[config.mk]
export PLATFORM = sky130hd
export DESIGN_NAME = btn_select_ctrl
export DESIGN_NICKNAME = d
export VERILOG_FILES = /design/src/rtl/hamming_disp_pkg.sv /design/src/rtl/sync_2ff.sv /design/src/rtl/btn_select_ctrl.sv
export SDC_FILE = /design/constraint.sdc
export NUM_CORES = 1
export LEC_CHECK = 0
export CORE_ASPECT_RATIO = 1.2
export CORE_MARGIN = 3
export CORE_UTILIZATION = 58
export DETAILED_ROUTE_END_ITERATION = 10
export PLACE_DENSITY = 0.77
export SLEW_MARGIN = 30
export SYNTH_ARGS = -nofsm -noshare
export SYNTH_HDL_FRONTEND = slang
export SYNTH_SLANG_ARGS = --single-unit
[constraint.sdc]
create_clock -name clk -period 2.3 [get_ports clk]
set_clock_uncertainty 0.05 [all_clocks]
set_input_delay 0.46 -clock clk [delete_from_list [all_inputs] [get_ports clk]]
set_output_delay 0.46 -clock clk [all_outputs]
set_load 0.01 [all_outputs]
[src/rtl/hamming_disp_pkg.sv]
// Shared types and constants for the Hamming display path: button FSM states and display select codes.
package hamming_disp_pkg;

  typedef enum logic [1:0] {
    IDLE,
    PRESS_CNT,
    HELD,
    RELEASE_CNT
  } btn_state_t;

  localparam logic SEL_DATA = 1'b0;
  localparam logic SEL_SIND = 1'b1;

endpackage

[src/rtl/sync_2ff.sv]
// Generic two-flop synchronizer for a single asynchronous input; both flops reset to 0.
module sync_2ff (
  input  logic clk,
  input  logic rst_n,
  input  logic d,
  output logic q
);

  logic meta;

  always_ff @(posedge clk or negedge rst_n) begin
    if (!rst_n) begin
      meta <= 1'b0;
      q    <= 1'b0;
    end else begin
      meta <= d;
      q    <= meta;
    end
  end

endmodule

[src/rtl/btn_select_ctrl.sv]
// Push-button conditioner: sync, counter debounce, press FSM and sel toggle register.
// Optional macro AUTO_SCAN_EN adds long-press auto-scan of the display select.
module btn_select_ctrl
  import hamming_disp_pkg::*;
#(
  parameter int unsigned DEBOUNCE_CYCLES   = 270_000,
  parameter logic        SEL_RESET         = SEL_DATA,
  parameter int unsigned LONG_PRESS_CYCLES = 27_000_000,
  parameter int unsigned SCAN_CYCLES       = 27_000_000
) (
  input  logic clk,
  input  logic rst_n,
  input  logic btn_raw,
  output logic btn_level,
  output logic press_pulse,
  output logic sel,
  output logic auto_mode
);

  localparam int unsigned CNT_W = $clog2(DEBOUNCE_CYCLES + 1);
  localparam logic [CNT_W-1:0] CNT_MAX  = CNT_W'(DEBOUNCE_CYCLES);
  // The IDLE->PRESS_CNT edge is the first stable sample, so acceptance fires one count early.
  localparam logic [CNT_W-1:0] CNT_LAST = CNT_W'(DEBOUNCE_CYCLES - 2);

  if (DEBOUNCE_CYCLES < 2 || LONG_PRESS_CYCLES < 1 || SCAN_CYCLES < 1) begin : g_cfg_check
    $error("btn_select_ctrl: cycle parameters out of range");
  end

  function automatic logic [CNT_W-1:0] sat_inc_cnt(input logic [CNT_W-1:0] v);
    return (v == CNT_MAX) ? v : v + CNT_W'(1);
  endfunction

  logic       s;
  btn_state_t state_q, state_d;
  logic [CNT_W-1:0] cnt_q, cnt_d;
  logic       level_q, level_d;
  logic       pulse_q, pulse_d;
  logic       sel_q, sel_d;
  logic       press_acc;
  logic       auto_q;
  logic       scan_tick;

  sync_2ff u_sync (
    .clk   (clk),
    .rst_n (rst_n),
    .d     (btn_raw),
    .q     (s)
  );

  always_comb begin
    state_d   = state_q;
    cnt_d     = cnt_q;
    level_d   = level_q;
    pulse_d   = 1'b0;
    press_acc = 1'b0;
    case (state_q)
      IDLE: begin
        if (s) begin
          state_d = PRESS_CNT;
          cnt_d   = '0;
        end
      end
      PRESS_CNT: begin
        if (!s) begin
          state_d = IDLE;
          cnt_d   = '0;
        end else if (cnt_q == CNT_LAST) begin
          state_d   = HELD;
          cnt_d     = '0;
          level_d   = 1'b1;
          pulse_d   = 1'b1;
          press_acc = 1'b1;
        end else begin
          cnt_d = sat_inc_cnt(cnt_q);
        end
      end
      HELD: begin
        if (!s) begin
          state_d = RELEASE_CNT;
          cnt_d   = '0;
        end
      end
      RELEASE_CNT: begin
        if (s) begin
          state_d = HELD;
          cnt_d   = '0;
        end else if (cnt_q == CNT_LAST) begin
          state_d = IDLE;
          cnt_d   = '0;
          level_d = 1'b0;
        end else begin
          cnt_d = sat_inc_cnt(cnt_q);
        end
      end
      default: begin
        state_d = IDLE;
        cnt_d   = '0;
      end
    endcase
  end

  // Presses only steer sel by hand while auto-scan is off; the scan owns it otherwise.
  always_comb begin
    sel_d = sel_q;
    if (press_acc && !auto_q) sel_d = ~sel_q;
    if (scan_tick)            sel_d = ~sel_q;
  end

  always_ff @(posedge clk or negedge rst_n) begin
    if (!rst_n) begin
      state_q <= IDLE;
      cnt_q   <= '0;
      level_q <= 1'b0;
      pulse_q <= 1'b0;
      sel_q   <= SEL_RESET;
    end else begin
      state_q <= state_d;
      cnt_q   <= cnt_d;
      level_q <= level_d;
      pulse_q <= pulse_d;
      sel_q   <= sel_d;
    end
  end

`ifdef AUTO_SCAN_EN
  localparam int unsigned HOLD_W = $clog2(LONG_PRESS_CYCLES + 1);
  localparam int unsigned SCAN_W = $clog2(SCAN_CYCLES + 1);
  localparam logic [HOLD_W-1:0] HOLD_MAX  = HOLD_W'(LONG_PRESS_CYCLES);
  localparam logic [HOLD_W-1:0] HOLD_LAST = HOLD_W'(LONG_PRESS_CYCLES - 1);
  localparam logic [SCAN_W-1:0] SCAN_LAST = SCAN_W'(SCAN_CYCLES - 1);

  function automatic logic [HOLD_W-1:0] sat_inc_hold(input logic [HOLD_W-1:0] v);
    return (v == HOLD_MAX) ? v : v + HOLD_W'(1);
  endfunction

  logic [HOLD_W-1:0] hold_q;
  logic [SCAN_W-1:0] scan_q;

  assign scan_tick = auto_q && (scan_q == SCAN_LAST);

  // Hold counter restarts on each accepted press and saturates, so auto_mode flips once per press.
  always_ff @(posedge clk or negedge rst_n) begin
    if (!rst_n) begin
      hold_q <= '0;
      scan_q <= '0;
      auto_q <= 1'b0;
    end else begin
      if (press_acc) begin
        hold_q <= '0;
      end else if (state_q == HELD) begin
        hold_q <= sat_inc_hold(hold_q);
        if (hold_q == HOLD_LAST) auto_q <= ~auto_q;
      end
      if (!auto_q || scan_tick) scan_q <= '0;
      else                      scan_q <= scan_q + SCAN_W'(1);
    end
  end
`else
  assign auto_q    = 1'b0;
  assign scan_tick = 1'b0;
`endif

  assign btn_level   = level_q;
  assign press_pulse = pulse_q;
  assign sel         = sel_q;
  assign auto_mode   = auto_q;

endmodule
# Yosys cells after proc, flatten, opt, wreduce, memory -nomap -nowiden
# Index checks and enable logic that the tools add are counted.
[classes]
reduce_logical = 5
eq_ne = 13
n_mux = 22
bitwise_logic = 1
add_sub_neg = 1
[ops]
columns = ["op", "count"]
rows = [
  ["19-bit 2-to-1 mux", 6],
  ["19-bit case mux with 4 select lines", 1],
  ["19-bit == test (second input constant)", 2],
  ["19-bit by 1-bit adder with 19-bit output (second input constant)", 1],
  ["2-bit 2-to-1 mux", 6],
  ["2-bit inequality test (second input constant)", 4],
  ["2-bit case mux with 4 select lines", 1],
  ["1-bit 2-to-1 mux", 7],
  ["5-bit AND reduction", 1],
  ["2-bit == test (second input constant)", 2],
  ["2-bit by 1-bit inequality test with 1-bit output (second input constant)", 2],
  ["4-bit AND reduction", 1],
  ["3-bit by 2-bit inequality test with 1-bit output (second input constant)", 1],
  ["3-bit inequality test (second input constant)", 1],
  ["2-bit by 1-bit == test with 1-bit output (second input constant)", 1],
  ["2-bit logical NOT", 1],
  ["1-bit case mux with 2 select lines", 1],
  ["2-bit AND reduction", 1],
  ["2-bit nonzero test", 1],
  ["1-bit inverter", 1],
]
[totals]
out_inout_bits = 4
word_cells = 49
regBits = 26
input_bits = 3

# Depth between registers and ports, before layout
# Gate-level depths: netlist of run 1.
[depth]
depth_word = 5
mapped_depth = 7
ltp_nobuf = 7

# Modules after synthesis
# A second synthesis of run 1 with hierarchy kept.
[hier_totals]
cells_unflattened = 152
area_unflattened_um2 = 1441.4
[by_module_without_submodules]
columns = ["mod", "n_inst", "seq_area_each_um2", "cells_per_inst", "area_each_um2"]
rows = [
  ["btn_select_ctrl", 1, 600.6, 150, 1391.3],
  ["sync_2ff", 1, 50.0, 2, 50.0],
]

# Worst setup path before layout of run 1
# OpenSTA, ideal clock, no wires.
[synth_timing]
path_type = "reg-to-reg"
from = "reg cnt_q[15]"
to = "reg sel_q (netlist: sel)"
t_required_ps = 2126
stages_incl_launch_ff = 6
setup_time_ps = 124
setup_slack_ps = 328
period_less_slack_ps = 1972
arrival_ps = 1798
n_path_buf = 0
cell_sequence = "dfrtp_1 or4b_4 nor4_4 and3_4 nand3_2 xnor2_1"
[synth_between]
elab_chain_len = 4
[synth_rtl]
columns = ["element", "line_no", "rtl"]
rows = [
  ["from (decl)", "btn_select_ctrl.sv:35", "logic [CNT_W-1:0] cnt_q, cnt_d;"],
  ["from (signal assigned)", "btn_select_ctrl.sv:118", "cnt_q <= cnt_d;"],
  ["19-bit == test", "btn_select_ctrl.sv:67", "end else if (cnt_q == CNT_LAST) begin"],
  ["1-bit 2-to-1 mux", "btn_select_ctrl.sv:67", ""],
  ["1-bit 2-to-1 mux", "btn_select_ctrl.sv:64", "if (!s) begin"],
  ["1-bit 2-to-1 mux", "btn_select_ctrl.sv:56", "case (state_q)"],
  ["to (signal assigned)", "btn_select_ctrl.sv:121", "sel_q <= sel_d;"],
  ["to (decl)", "btn_select_ctrl.sv:38", "logic sel_q, sel_d;"],
]
# No other way between the ends.
# A chain may end at the register's enable or synchronous reset.

# Final worst setup path of run 1
[layout_timing]
from = "reg cnt_q[6]"
to = "reg cnt_q[15]"
[layout_between]
elab_chain_len = 5
elab_cells_between_ends = 8
cone_classes = "add/sub (1); eq/ne (2); mux (5)"
[layout_rtl]
columns = ["element", "line_no", "rtl"]
rows = [
  ["19-bit by 1-bit adder with 19-bit output or 19-bit == test (tied branches)", "btn_select_ctrl.sv:30", "return (v == CNT_MAX) ? v : v + CNT_W'(1);"],
  ["19-bit 2-to-1 mux", "btn_select_ctrl.sv:30", ""],
  ["19-bit 2-to-1 mux (*)", "btn_select_ctrl.sv:67, btn_select_ctrl.sv:87", ""],
  ["19-bit 2-to-1 mux (on tied branches)", "btn_select_ctrl.sv:84, btn_select_ctrl.sv:64", ""],
  ["19-bit case mux with 4 select lines (*)", "btn_select_ctrl.sv:56", ""],
]
# Every way passes the cells marked *; elsewhere a longest branch is shown, timed or not.

==> impl_metrics.csv, run 1 <==
group,metric,value,unit
cts,clock_latency,0.33,ns
routing,drt-pass1-iter-count,4,
cts,ctsResizeCount,0,
final_layout,drive_above_1_share,8.982,%
logic_synthesis,synth_compound_area_share,15.66,%
setup_path,crit_path_end_kind,"register",
cts,tritoncts,"yes",
routing,drtAntennaViolNets,0,
setup_path,cp_max_fo,8,
timing,fin_crit_sh,96.13,%
logic_synthesis,synth_top_area_share,45.73,%
global_route,grt_max_degree,27,
logic_synthesis,yosys-top-cells-count,"dfrtp_1, nand2_1, o21ai_0",
timing,whs,0.3408,ns
setup_path,cp-start-kind,"register",
global_route,overflow,0,
floorplan,io_pins,7,
power,p_comb_share,6.0,%
cts,cts.hold.buffers_added,0,
min_path,holdPathEnd,"u_sync.q",
cts,clk_pin_slew,0.14,ns
floorplan,die_area,0.003085,mm²
floorplan,initial_core_util,61.69,%
setup_path,reg2reg_depth,6,
final_layout,area_growth_syn_to_layout,10.11,%
logic_synthesis,synthesis.area,0.001423,mm²
setup_path,worstPathArrival,2.39,ns
logic_synthesis,synth.most_common_cell,"dfrtp_1",
timing,fmax,0.4523,GHz
power,p_total,0.0008360,W
final_layout,num_antenna_cells,0,
routing,drc,0,
placement,io_buffers,5,
logic_synthesis,yosysSeqAreaShare,45.73,%
min_path,hold_depth,0,
logic_synthesis,yosysTopAreaCell,"dfrtp_1",
routing,vias_per_cell,5.985,
final_layout,final_cell_count_no_fill,198,
placement,placedCellCount,193,
logic_synthesis,ys_warn_count,0,
logic_synthesis,syn_inst,158,
timing,tns,0,ns
cts,clockBufferDepth,2,
power,vdd_drop_max,0.0004709,V
setup_path,reg2reg_to,"cnt_q[15]",
power,pwr-share-clk,37.8,%
routing,drt-total-wl,2946,µm
timing,setup_viol,0,
power,leakage,0.6224,nW
setup_path,cp.required,2.48,ns
cts,ctsRootBufferMaster,"clkbuf_4",
routing,wire_per_inst,14.88,µm
logic_synthesis,synth-seq-cells,26,
min_path,hp-class,"register to register",
cts,cts_buffers,3,
logic_synthesis,synth_edf_count,0,
placement,place_congestion,0.9068,
floorplan,fp-row-count,19,
routing,vias,1185,
cts,cts_sinks,26,
min_path,hp-start,"u_sync.meta",
logic_synthesis,synth_mux_area_share,1.407,%
timing,slew_viol_final,0,
setup_path,critPathKind,"register to register",
logic_synthesis,syn_area_per_cell,9.004,µm²
routing,drtIter0Drc,36,
floorplan,die_h,60.25,µm
timing,relSlewSlack,52.35,%
logic_synthesis,async_reset_ff_share,100.0,%
logic_synthesis,synth_adder_area_share,2.639,%
logic_synthesis,synth-main-ff-cell,"dfrtp_1",
logic_synthesis,yosys.area_share.simple,26.74,%
global_route,antenna_found_initial,0,
timing,worstMarginPinSlew,0.7139,ns
timing,layout_min_cycle_time,2.211,ns
setup_path,reg2reg_setup_slack,0.09,ns
outcome,run_status,"finished clean",
job,maxCapViolCount,0,
logic_synthesis,ys_types,40,
global_route,grt_pass1_wl,5002,µm
placement,hpwl,2120,µm
final_layout,final_nets,174,
cts,cts_htree_levels,1,
floorplan,die_w,51.21,µm
global_route,grt_pass1_vias,1096,
power,switchingPower,0.0001811,W
setup_path,reg2reg_from,"cnt_q[6]",
power,seqPwrFrac,56.2,%
logic_synthesis,synth_xor_area_share,3.078,%
power,p_sw_share,21.66,%
power,intPower,0.0006549,W
cts,cts_setup_buffers,0,
logic_synthesis,synth_top_family_by_area,"simple AND/OR/NAND/NOR gates",
timing,final_hold_viol_count,0,
final_layout,fill_cells,191,
logic_synthesis,yosys-top-cells-area,"dfrtp_1, o21ai_0, nand3_1",
power,p_per_area,533.7,mW/mm²
logic_synthesis,synth_fp_nets,164,
global_route,track_usage,21.92,%
timing,rsz0062_at_grt,"false",
floorplan,core-area,0.002306,mm²
==> through the flow <==
step | utilization (%) | setup WS (ns) | area (µm²)
after floorplan | - | 0.3275 | 1423
after global placement | 65.22 | 0.2443 | 1504
after detailed placement | 65.33 | 0.1658 | 1506
after CTS | 67.61 | 0.1307 | 1559
after global routing | 67.93 | 0.02744 | 1567
final | 67.93 | 0.08897 | 1567
==> worst max-delay path by stage <==
stage                         start   endpoint  slack [ns]  cells past startpoint
after floorplan           cnt_q[15]        sel        0.33                      5
after global placement    cnt_q[15]  cnt_q[15]        0.24                      5
after detailed placement  cnt_q[15]  cnt_q[13]        0.17                      5
after CTS                 cnt_q[15]  cnt_q[15]        0.13                      5
after global routing       cnt_q[6]  cnt_q[15]        0.03                      6
final                      cnt_q[6]  cnt_q[15]        0.09                      6
==> critical path: stages (launching register included) <==
cell and delay (ns):
dfrtp_1 0.46, or4b_1 0.62, nor4_4 0.28, buf_4 0.19, a21o_1 0.26, nor3_1 0.10
o21bai_1 0.16
==> sequential cells by signal, indices dropped and copies added, names as in the netlist, named ones only <==
signal       flops
cnt_q           19
state_q          1
press_pulse      1
btn_level        1
u_sync.meta      1
u_sync.q         1
sel              1
==> cells in the final DEF (no fill, tap or decap), drive strengths merged, types with 2 or more instances in the layout <==
cell	instances
dfrtp	26
nand2	18
o21ai	18
nand3	15
a21oi	12
inv	11
nor3	8
clkdlybuf4s50	5
nor2	5
nand2b	3
nand4	3
xor2	3
or3	3
ha	3
clkbuf	3
buf	3
and3	3
nor4	3
mux2i	2
o21bai	2
a211oi	2
xnor2	2
or4b	2
==> layer usage <==
layer  track usage [%]  share of wire, %
met5                 0                 0
met4             11.61               3.2
met3             2.494               2.0
met2             37.75                51
met1             26.92                44
==> power by group through the flow <==
| stage | Sequential, W | Clock [W] | Combinational, W |
|---|---|---|---|
| 2_1_floorplan | 0.000477 | 0 | 0.0000310 |
| 3_3_place_gp | 0.000478 | 0 | 0.0000477 |
| 3_5_place_dp | 0.000479 | 0 | 0.0000503 |
| 4_1_cts | 0.000470 | 0.000325 | 0.0000508 |
| 5_1_grt | 0.000472 | 0.000339 | 0.0000563 |
| 6_report | 0.000470 | 0.000316 | 0.0000500 |
==> final cells by class <==
| cell class | instances | area, µm² | area share, % |
|---|---|---|---|
| Sequential cell | 26 | 650.6 | 41.53 |
| Inverter | 11 | 41.29 | 2.636 |
| Clock buffer | 3 | 22.52 | 1.438 |
| Tap cell | 31 | 38.79 | 2.476 |
| Multi-Input combinational cell | 118 | 710.7 | 45.37 |
| Clock inverter | 1 | 30.03 | 1.917 |
| Timing Repair Buffer | 8 | 72.57 | 4.633 |
==> logic make-up (layout without fill, tap and decap cells) <==
family | after synthesis | in the layout
compound gates | 39 | 39
xor+xnor | 5 | 5
fa+ha+maj | 3 | 3
buf+inv | 14 | 23
flops | 26 | 26
mux | 2 | 2
other cells | 1 | 1
simple gates | 68 | 68
Power figures use the tool's default switching activity.
==> inputs of run 2 (changes only) <==
--- a/config.mk
+++ b/config.mk
@@ -10,6 +10,7 @@
 export CORE_UTILIZATION = 58
 export DETAILED_ROUTE_END_ITERATION = 10
 export PLACE_DENSITY = 0.77
+export SKIP_CTS_REPAIR_TIMING = 1
 export SLEW_MARGIN = 30
 export SYNTH_ARGS = -nofsm -noshare
 export SYNTH_HDL_FRONTEND = slang
==> results of run 2 <==
No change in the layout: final DEF, timing and power equal those of run 1.
